### config.mk
export PLATFORM = sky130hd
export DESIGN_NAME = key_search_ctrl
export DESIGN_NICKNAME = d
export VERILOG_FILES = /design/src/rtl/key_search_ctrl.sv
export SDC_FILE = /design/constraint.sdc
export NUM_CORES = 1
export LEC_CHECK = 0
export ABC_AREA = 0
export CAP_MARGIN = 5
export CORE_ASPECT_RATIO = 0.5
export CORE_UTILIZATION = 50
export DETAILED_ROUTE_END_ITERATION = 16
export GPL_TIMING_DRIVEN = 0
export PLACE_DENSITY_LB_ADDON = 0.05
export SLEW_MARGIN = 15
export SYNTH_ARGS = -nofsm -noshare
export SYNTH_HDL_FRONTEND = slang
export SYNTH_SLANG_ARGS = --single-unit
export TNS_END_PERCENT = 30
### constraint.sdc
create_clock -name clk -period 7.7 [get_ports clk]
set_clock_uncertainty 0.15 [all_clocks]
set_input_delay 0.77 -clock clk [delete_from_list [all_inputs] [get_ports clk]]
set_output_delay 0.77 -clock clk [all_outputs]
set_load 0.1 [all_outputs]
### src/rtl/key_search_ctrl.sv
// Brute-force key-search sequencer: walks [key_start, key_end] in batches of LANES keys.
// Optional search statistics (tested-key counter) enabled by defining KSC_STATS_EN.
module key_search_ctrl #(
    parameter int KEY_W = 56,
    parameter int LANES = 4
) (
    input  logic             clk,
    input  logic             reset,
    input  logic             start,
    input  logic             abort,
    input  logic [KEY_W-1:0] key_start,
    input  logic [KEY_W-1:0] key_end,
    input  logic             eng_ready,
    input  logic             eng_valid,
    input  logic [LANES-1:0] eng_match,
    output logic [KEY_W-1:0] key_base,
    output logic [LANES-1:0] lane_en,
    output logic             launch,
    output logic             busy,
    output logic             found,
    output logic             exhausted,
    output logic [KEY_W-1:0] found_key
`ifdef KSC_STATS_EN
    ,
    output logic [KEY_W:0]   tested
`endif
);

    localparam int IDX_W = (LANES > 1) ? $clog2(LANES) : 1;

    typedef enum logic [2:0] {
        S_IDLE    = 3'd0,
        S_LAUNCH  = 3'd1,
        S_WAIT    = 3'd2,
        S_FOUND   = 3'd3,
        S_EXHAUST = 3'd4
    } state_t;

    state_t           state_q, state_d;
    logic [KEY_W-1:0] key_base_q, key_base_d;
    logic [KEY_W-1:0] key_end_q, key_end_d;
    logic [KEY_W-1:0] found_key_q, found_key_d;
    logic [LANES-1:0] lane_en_q, lane_en_d;
    logic [LANES-1:0] hit_s;
    logic [KEY_W:0]   next_base_s;
    logic             launch_s;

    // Compares run one bit wider so a batch ending at the all-ones key never wraps.
    function automatic logic [LANES-1:0] calc_lanes(input logic [KEY_W-1:0] base,
                                                    input logic [KEY_W-1:0] last);
        logic [LANES-1:0] en;
        logic [KEY_W:0]   k;
        en = '0;
        for (int i = 0; i < LANES; i++) begin
            k     = {1'b0, base} + (KEY_W+1)'(i);
            en[i] = (k <= {1'b0, last});
        end
        return en;
    endfunction

    function automatic logic [IDX_W-1:0] lowest_idx(input logic [LANES-1:0] v);
        logic [IDX_W-1:0] idx;
        idx = '0;
        for (int i = LANES - 1; i >= 0; i--) begin
            if (v[i]) begin
                idx = IDX_W'(i);
            end
        end
        return idx;
    endfunction

    // Next-state and datapath update for the search sequencer.
    always_comb begin
        state_d     = state_q;
        key_base_d  = key_base_q;
        key_end_d   = key_end_q;
        found_key_d = found_key_q;
        lane_en_d   = lane_en_q;
        launch_s    = 1'b0;
        hit_s       = eng_match & lane_en_q;
        next_base_s = {1'b0, key_base_q} + (KEY_W+1)'(LANES);
        case (state_q)
            S_IDLE: begin
                if (start) begin
                    key_base_d  = key_start;
                    key_end_d   = key_end;
                    lane_en_d   = calc_lanes(key_start, key_end);
                    found_key_d = '0;
                    if (key_start > key_end) begin
                        state_d = S_EXHAUST;
                    end else begin
                        state_d = S_LAUNCH;
                    end
                end else begin
                    state_d = S_IDLE;
                end
            end
            S_LAUNCH: begin
                if (abort) begin
                    state_d = S_IDLE;
                end else if (eng_ready) begin
                    launch_s = 1'b1;
                    state_d  = S_WAIT;
                end else begin
                    state_d = S_LAUNCH;
                end
            end
            S_WAIT: begin
                if (abort) begin
                    state_d = S_IDLE;
                end else if (eng_valid) begin
                    if (|hit_s) begin
                        found_key_d = key_base_q + KEY_W'(lowest_idx(hit_s));
                        state_d     = S_FOUND;
                    end else if (next_base_s > {1'b0, key_end_q}) begin
                        state_d = S_EXHAUST;
                    end else begin
                        key_base_d = next_base_s[KEY_W-1:0];
                        lane_en_d  = calc_lanes(next_base_s[KEY_W-1:0], key_end_q);
                        state_d    = S_LAUNCH;
                    end
                end else begin
                    state_d = S_WAIT;
                end
            end
            S_FOUND, S_EXHAUST: begin
                if (!start) begin
                    state_d = S_IDLE;
                end else begin
                    state_d = state_q;
                end
            end
            default: begin
                state_d = S_IDLE;
            end
        endcase
    end

    // State and datapath registers.
    always_ff @(posedge clk or posedge reset) begin
        if (reset) begin
            state_q     <= S_IDLE;
            key_base_q  <= '0;
            key_end_q   <= '0;
            found_key_q <= '0;
            lane_en_q   <= '0;
        end else begin
            state_q     <= state_d;
            key_base_q  <= key_base_d;
            key_end_q   <= key_end_d;
            found_key_q <= found_key_d;
            lane_en_q   <= lane_en_d;
        end
    end

    assign key_base  = key_base_q;
    assign lane_en   = lane_en_q;
    assign found_key = found_key_q;
    assign launch    = launch_s;
    assign busy      = (state_q != S_IDLE);
    assign found     = (state_q == S_FOUND);
    assign exhausted = (state_q == S_EXHAUST);

`ifdef KSC_STATS_EN
    logic [KEY_W:0] tested_q, tested_d;

    function automatic int popcount(input logic [LANES-1:0] v);
        int n;
        n = 0;
        for (int i = 0; i < LANES; i++) begin
            n += int'(v[i]);
        end
        return n;
    endfunction

    // Count keys tried: every lane carrying a real key in a completed batch.
    always_comb begin
        tested_d = tested_q;
        if (state_q == S_IDLE && start) begin
            tested_d = '0;
        end else if (state_q == S_WAIT && eng_valid && !abort) begin
            tested_d = tested_q + (KEY_W+1)'(popcount(lane_en_q));
        end else begin
            tested_d = tested_q;
        end
    end

    // Tested-key counter register.
    always_ff @(posedge clk or posedge reset) begin
        if (reset) begin
            tested_q <= '0;
        end else begin
            tested_q <= tested_d;
        end
    end

    assign tested = tested_q;
`endif

endmodule
# After elaboration in Yosys (flattened, before gate mapping)
# Cells that the tools add are included.
[totals] memories=0 reg_bits=175 ram_bits=0 romBits=0 elab_cells=81 latchBits=0
[classes] bitwise_logic=1 n_eq_ne=11 shift=0 add_sub_neg=8 reduce_logical=8 multipliers=0 div_mod_pow=0 n_mux=38 magnitude_cmp=10
[ops] operator="56-bit 2-to-1 mux" count=9
[ops] operator="57-bit by 56-bit <= comparator with 1-bit output" count=6
[ops] operator="56-bit by 2-bit adder with 57-bit output, second input constant" count=4
[ops] operator="56-bit case mux with 2 select lines" count=2
[ops] operator="56-bit by 1-bit adder with 57-bit output, second input constant" count=2
[ops] operator="56-bit <= comparator" count=2
[ops] operator="56-bit by 3-bit adder with 57-bit output, second input constant" count=1
[ops] operator="57-bit by 56-bit > comparator with 1-bit output" count=1
[ops] operator="56-bit by 2-bit adder with 56-bit output" count=1
[ops] operator="56-bit > comparator" count=1
[ops] operator="3-bit 2-to-1 mux" count=7
[ops] operator="2-bit 2-to-1 mux" count=10
[ops] operator="4-bit 2-to-1 mux" count=5
[ops] operator="2-bit inequality test, second input constant" count=7
[ops] operator="3-bit case mux with 4 select lines" count=1
[ops] operator="4-bit case mux with 2 select lines" count=1
[ops] operator="3-bit by 2-bit == test with 1-bit output, second input constant" count=2
[ops] operator="6-bit AND reduction" count=1
[ops] operator="5-bit AND reduction" count=1
[ops] operator="4-bit AND" count=1
[ops] operator="4-bit OR reduction" count=1
[ops] operator="3-bit by 1-bit == test with 1-bit output, second input constant" count=1
[ops] operator="3-bit == test, second input constant" count=1
[ops] operator="3-bit zero test" count=1
[ops] operator="5 further kinds" count=7

# Depth between registers and ports, before layout
[logic_depth] ltp_word=14 ltp_mapped=24

# Worst setup path before layout
# No wires, ideal clock.
[synth_timing] kind="reg2reg" startpoint="register key_base_q[3], in the netlist key_base[3]" endpoint="register lane_en_q[3], in the netlist lane_en[3]" t_arrival_ps=6013 t_required_ps=7471 path_stages_with_launch=25 synth_period_minus_slack_ps=6242 path_slack_ps=1458 n_path_buf=4 path_cell_list="dfrtp_1 -> ha_1 -> buf_2 -> nand3_2 -> or3_1 -> buf_4 -> buf_1 -> nor4_1 -> o22ai_1 -> nor4_1 -> buf_2 -> or3b_1 -> nor3b_1 -> nand2_1 -> xnor2_1 -> ha_1 -> nand4_1 -> nor4_1 -> nand4_1 -> or4_1 -> o21ai_0 -> a31oi_1 -> nand2_1 -> o311ai_1 -> a21oi_1"
[synth_between] elab_chain_len=8 elab_cells_between_ends=11
[synth_lines] element="start: declaration" line="40" source="logic [KEY_W-1:0] key_base_q, key_base_d;"
[synth_lines] element="start signal: assignment" line="149" source="key_base_q <= key_base_d;"
[synth_lines] element="56-bit by 3-bit adder with 57-bit output *" line="81" source="next_base_s = {1'b0, key_base_q} + (KEY_W+1)'(LANES);"
[synth_lines] element="56-bit by 2-bit adder with 57-bit output" line="55" source="k = {1'b0, base} + (KEY_W+1)'(i);"
[synth_lines] element="57-bit by 56-bit <= comparator with 1-bit output" line="56" source="en[i] = (k <= {1'b0, last});"
[synth_lines] element="4-bit 2-to-1 mux" line="115" source="end else if (next_base_s > {1'b0, key_end_q}) begin"
[synth_lines] element="4-bit 2-to-1 mux" line="112" source="if (|hit_s) begin"
[synth_lines] element="4-bit 2-to-1 mux" line="111" source="end else if (eng_valid) begin"
[synth_lines] element="4-bit 2-to-1 mux" line="109" source="if (abort) begin"
[synth_lines] element="4-bit case mux with 2 select lines" line="82" source="case (state_q)"
[synth_lines] element="end signal: assignment" line="152" source="lane_en_q <= lane_en_d;"
[synth_lines] element="end: declaration" line="43" source="logic [LANES-1:0] lane_en_q, lane_en_d;"
# Every way passes the cells marked *; elsewhere a longest branch is shown, timed or not. The select of a mux whose other input is x is not followed.
# A chain may end at the register's enable or synchronous reset.

# Final worst setup path
[layout_timing] startpoint="register key_base_q[24], in the netlist key_base[24]" endpoint="register key_base_q[37], in the netlist key_base[37]"
[layout_between] elab_chain_len=6 elab_cells_between_ends=9
[layout_lines] element="56-bit by 3-bit adder with 57-bit output *" line="81"
[layout_lines] element="parallel branches: the longest is 5 deep, another holds 57-bit by 56-bit > comparator with 1-bit output"
# Mark *: on every way between the ends. The select of a mux whose other input is x is not followed.

==> metrics.md <==
| Metric | Value |
|---|---|
| Run status | `complete, but fails checks` |
| Failing checks | `setup timing` |
| Number of distinct library cells after synthesis | `87` |
| Max Clock Freq | `0.1289 GHz` |
| Cell at the root of the clock tree | `sky130_fd_sc_hd__clkbuf_16` |
| Wire length per cell after detailed routing | `28.10 um` |
| Leading area contributor after synthesis | `sky130_fd_sc_hd__ha_1` |
| Buffers on Ports | `241` |
| Average cell area after synthesis | `7.563 um2` |
| GRT Overall Usage | `between 40% and 50%` |
| Cell total after placement | `4439` |
| Peak supply drop | `0.2840 mV` |
| Final instance count without filler cells | `4475` |
| Area contributors post-synth | `sky130_fd_sc_hd__ha_1, sky130_fd_sc_hd__dfrtp_1, sky130_fd_sc_hd__xnor2_1` |
| Net count, final | `4336` |
| Path category of the worst min-delay check | `reg -> reg` |
| Maximum count of clock buffers along a single path | `2` |
| Via count of the first global-routing pass | `26709` |
| Iteration-0 DRC count of the detailed router | `4059` |
| Ratio of routed vias to standard cells | `6.582` |
| Cell area after synthesis | `approximately 26000 um2` |
| Portion of the post-synthesis area used by sequential elements | `16.57%` |
| Overflow left after global routing | `0` |
| Total clock sinks | `around 180` |
| Clock H-tree levels | `4` |
| Inserted Clock Buffers | `17` |
| Critical path fanouts, max | `10` |
| Worst-case headroom to the max-slew limit | `10.80%` |
| Largest net degree at the start of global routing | `68` |
| Proportion of layout cells with a drive suffix above 1 | `3.873%` |
| Total I/O pin count | `between 200 and 250` |
| Gpl congestion | `1.085` |
| Cell Rows | `roughly 60` |
| Core area | `52040 um2` |
| Initial cell density of the core | `50.78%` |
| Post-synth net total | `4073` |
| Antenna-violating nets left | `0` |
| Actual slew at the worst max-slew pin | `1338 ps` |
| Critical path launch point type | `flip-flop` |
| Commonest register cell after synthesis | `sky130_fd_sc_hd__dfrtp_1` |
| Yosys top cell area share | `21.59%` |
| Setup slack of the critical path after layout | `-60.00 ps` |
| Total wire length | `125.7 mm` |
| Power density over cell area | `around 360 nW/um2` |
| Final HPWL DP | `slightly above 100 mm` |
| Die area | `approximately 54000 um2` |
| Clock network latency to the later pin of the worst-skew pair | `slightly below 500 ps` |
| Final setup fails | `10` |
| Library cell with the highest instance count after synthesis | `sky130_fd_sc_hd__ha_1` |
| Post-route DRC violation count | `0` |
| Initial antenna violation count | `6` |
| Data arrival, critical path | `7930 ps` |
| Count of synthesis-stage warnings from yosys | `0` |
| Final clock period utilization by the worst path | `100.8%` |
| Count of max-cap constraint violations | `0` |
| Cts hold-fix bufs | `0` |
| Detailed Routing Iterations Pass 1 | `7` |
| Vertical die dimension | `164.6 um` |
| Number of failing hold endpoints at the final stage | `0` |
| Top post-synthesis cells by count | `sky130_fd_sc_hd__ha_1, sky130_fd_sc_hd__nand2_1, sky130_fd_sc_hd__xnor2_1` |
| Clock-pin slew of the registers on the worst-case setup and hold paths | `around 90 ps` |
| Die W | `327.1 um` |
| Routed via count | `between 20000 and 30000` |
| Leakage power total | `12.71 nW` |
| Category of the worst setup path capture point | `flip-flop` |
| Setup repair after global routing missed its margin | `false` |
| Post-CTS repair timing setup buffer count | `0` |
| Required time reported for the critical path endpoint | `7870 ps` |
| Number of flops mapped to enable cells by yosys | `0` |
| Synth-to-layout area growth | `15.98%` |
| Final slew viol count | `0` |
| Flip-flop and latch count after synthesis | `175` |
| Post-layout minimum cycle time | `7760 ps` |
| CTS tree | `yes` |
| Wire length of the first global-routing pass | `about 180 mm` |
| Gate count of the mapped netlist | `3494` |
| Worst hold-check slack | `339.8 ps` |
| Post-synth ARST share | `100.0%` |
| Crit Path Class | `reg -> reg` |
-- flip-flops by register name (all words and copies together) (netlist names) --
signal and count:
lane_en 4, state_q 3, key_end_q 56, key_base 56, found_key 56
-- layout by cell type (no fill, tap or decap), types with 123 or more instances in the layout --
| cell | netlist | routed |
|---|---|---|
| sky130_fd_sc_hd__ha_1 | 456 | 456 |
| sky130_fd_sc_hd__clkbuf_1 | 124 | 123 |
| sky130_fd_sc_hd__clkdlybuf4s50_1 | 0 | 241 |
| sky130_fd_sc_hd__dfrtp_1 | 175 | 175 |
| sky130_fd_sc_hd__inv_1 | 195 | 194 |
| sky130_fd_sc_hd__a21oi_1 | 190 | 189 |
| sky130_fd_sc_hd__nand2_1 | 390 | 390 |
| sky130_fd_sc_hd__nor2_1 | 290 | 286 |
| sky130_fd_sc_hd__o21ai_0 | 241 | 241 |
| sky130_fd_sc_hd__nand4_1 | 138 | 138 |
| sky130_fd_sc_hd__xnor2_1 | 312 | 309 |
| sky130_fd_sc_hd__nand3_1 | 139 | 139 |
-- critical path, cell delays in order, from the launching register on --
cell and delay, ps:
sky130_fd_sc_hd__dfrtp_1 440, sky130_fd_sc_hd__clkbuf_1 400, sky130_fd_sc_hd__nand4_1 420, sky130_fd_sc_hd__nor4_1 1010, sky130_fd_sc_hd__nand4_1 440, sky130_fd_sc_hd__xor2_1 670
sky130_fd_sc_hd__inv_1 230, sky130_fd_sc_hd__ha_1 350, sky130_fd_sc_hd__nand3_1 80, sky130_fd_sc_hd__nor3_1 200, sky130_fd_sc_hd__nand3_1 160, sky130_fd_sc_hd__nor4_2 470
sky130_fd_sc_hd__o221ai_1 260, sky130_fd_sc_hd__a21oi_2 570, sky130_fd_sc_hd__o21a_1 410, sky130_fd_sc_hd__buf_1 490, sky130_fd_sc_hd__buf_1 640, sky130_fd_sc_hd__o22ai_1 160
-- metrics by stage --
stage	utilization, %	power (mW)	cell area (um2)	worst slack [ps]	TNS, ps
after floorplan	-	7.184	26430	1458	0
after global placement	57.10	9.560	29710	-656.7	-117620
after detailed placement	57.30	9.705	29820	-394.6	-12310
after CTS	58.59	10.73	30490	-102.6	-102.6
after global routing	58.88	11.62	30650	25.60	0
final	58.89	11.06	30650	-60.00	-315.4
-- layout make-up --
cell class / instances / area [um2]
inverters: 200 / 758.2
flip-flops and latches: 175 / 4379
fillers: 5077 / 21400
multi-input cells: 2936 / 20780
clock inverters: 14 / 186.4
plain buffers: 183 / 743.2
well taps: 701 / 877.1
clock buffers: 18 / 439.2
repair buffers: 244 / 2475
diodes: 4 / 10.01
-- path summary, 6_finish.rpt --
kind | startpoint | to | slack, ps | depth (start not counted)
setup / recovery | key_base[24]$_DFFE_PP0P_ | key_base[37]$_DFFE_PP0P_ | -60 | 17
hold / removal | found_key[32]$_DFFE_PP0P_ | found_key[32]$_DFFE_PP0P_ | 340 | 2
setup reg to reg | key_base[24]$_DFFE_PP0P_ | key_base[37]$_DFFE_PP0P_ | -60 | 17
hold reg to reg | found_key[32]$_DFFE_PP0P_ | found_key[32]$_DFFE_PP0P_ | 340 | 2
max in group asynchronous | reset | found_key[19]$_DFFE_PP0P_ | 5790 | 4
min in group asynchronous | reset | key_end_q[35]$_DFFE_PP0P_ | 510 | 2
-- cell families after synthesis --
group           share of synthesized area (%)
mux                                    0.1563
simple gates                            25.51
compound gates                          16.78
flops                                   16.57
xor+xnor                                13.68
fa+ha+maj                               21.67
buf+inv                                 5.630
-- power by group --
part,switching (mW),leakage [nW],internal [mW]
clock,0.514,0.307,0.483
sequential,0.319,2.23,1.25
combinational,5.87,10.2,2.63
total,6.70,12.7,4.36
-- repair_timing --
item | in CTS | in global routing
setup endpoints to repair | 44 | 44
endpoints found under the hold margin | 0 | 0
resized for setup | 9 | 29
-- layer usage --
metal | vias up | global-route usage [%] | part of all wire [%]
li1 | 13078 | - | -
met1 | 14120 | 62.52 | 42
met2 | 1962 | 64.74 | 40
met3 | 289 | 16.32 | 15
met4 | 6 | 15.97 | 3.7
met5 | - | 1.630 | 0.12
Power figures use the tool's default switching activity.
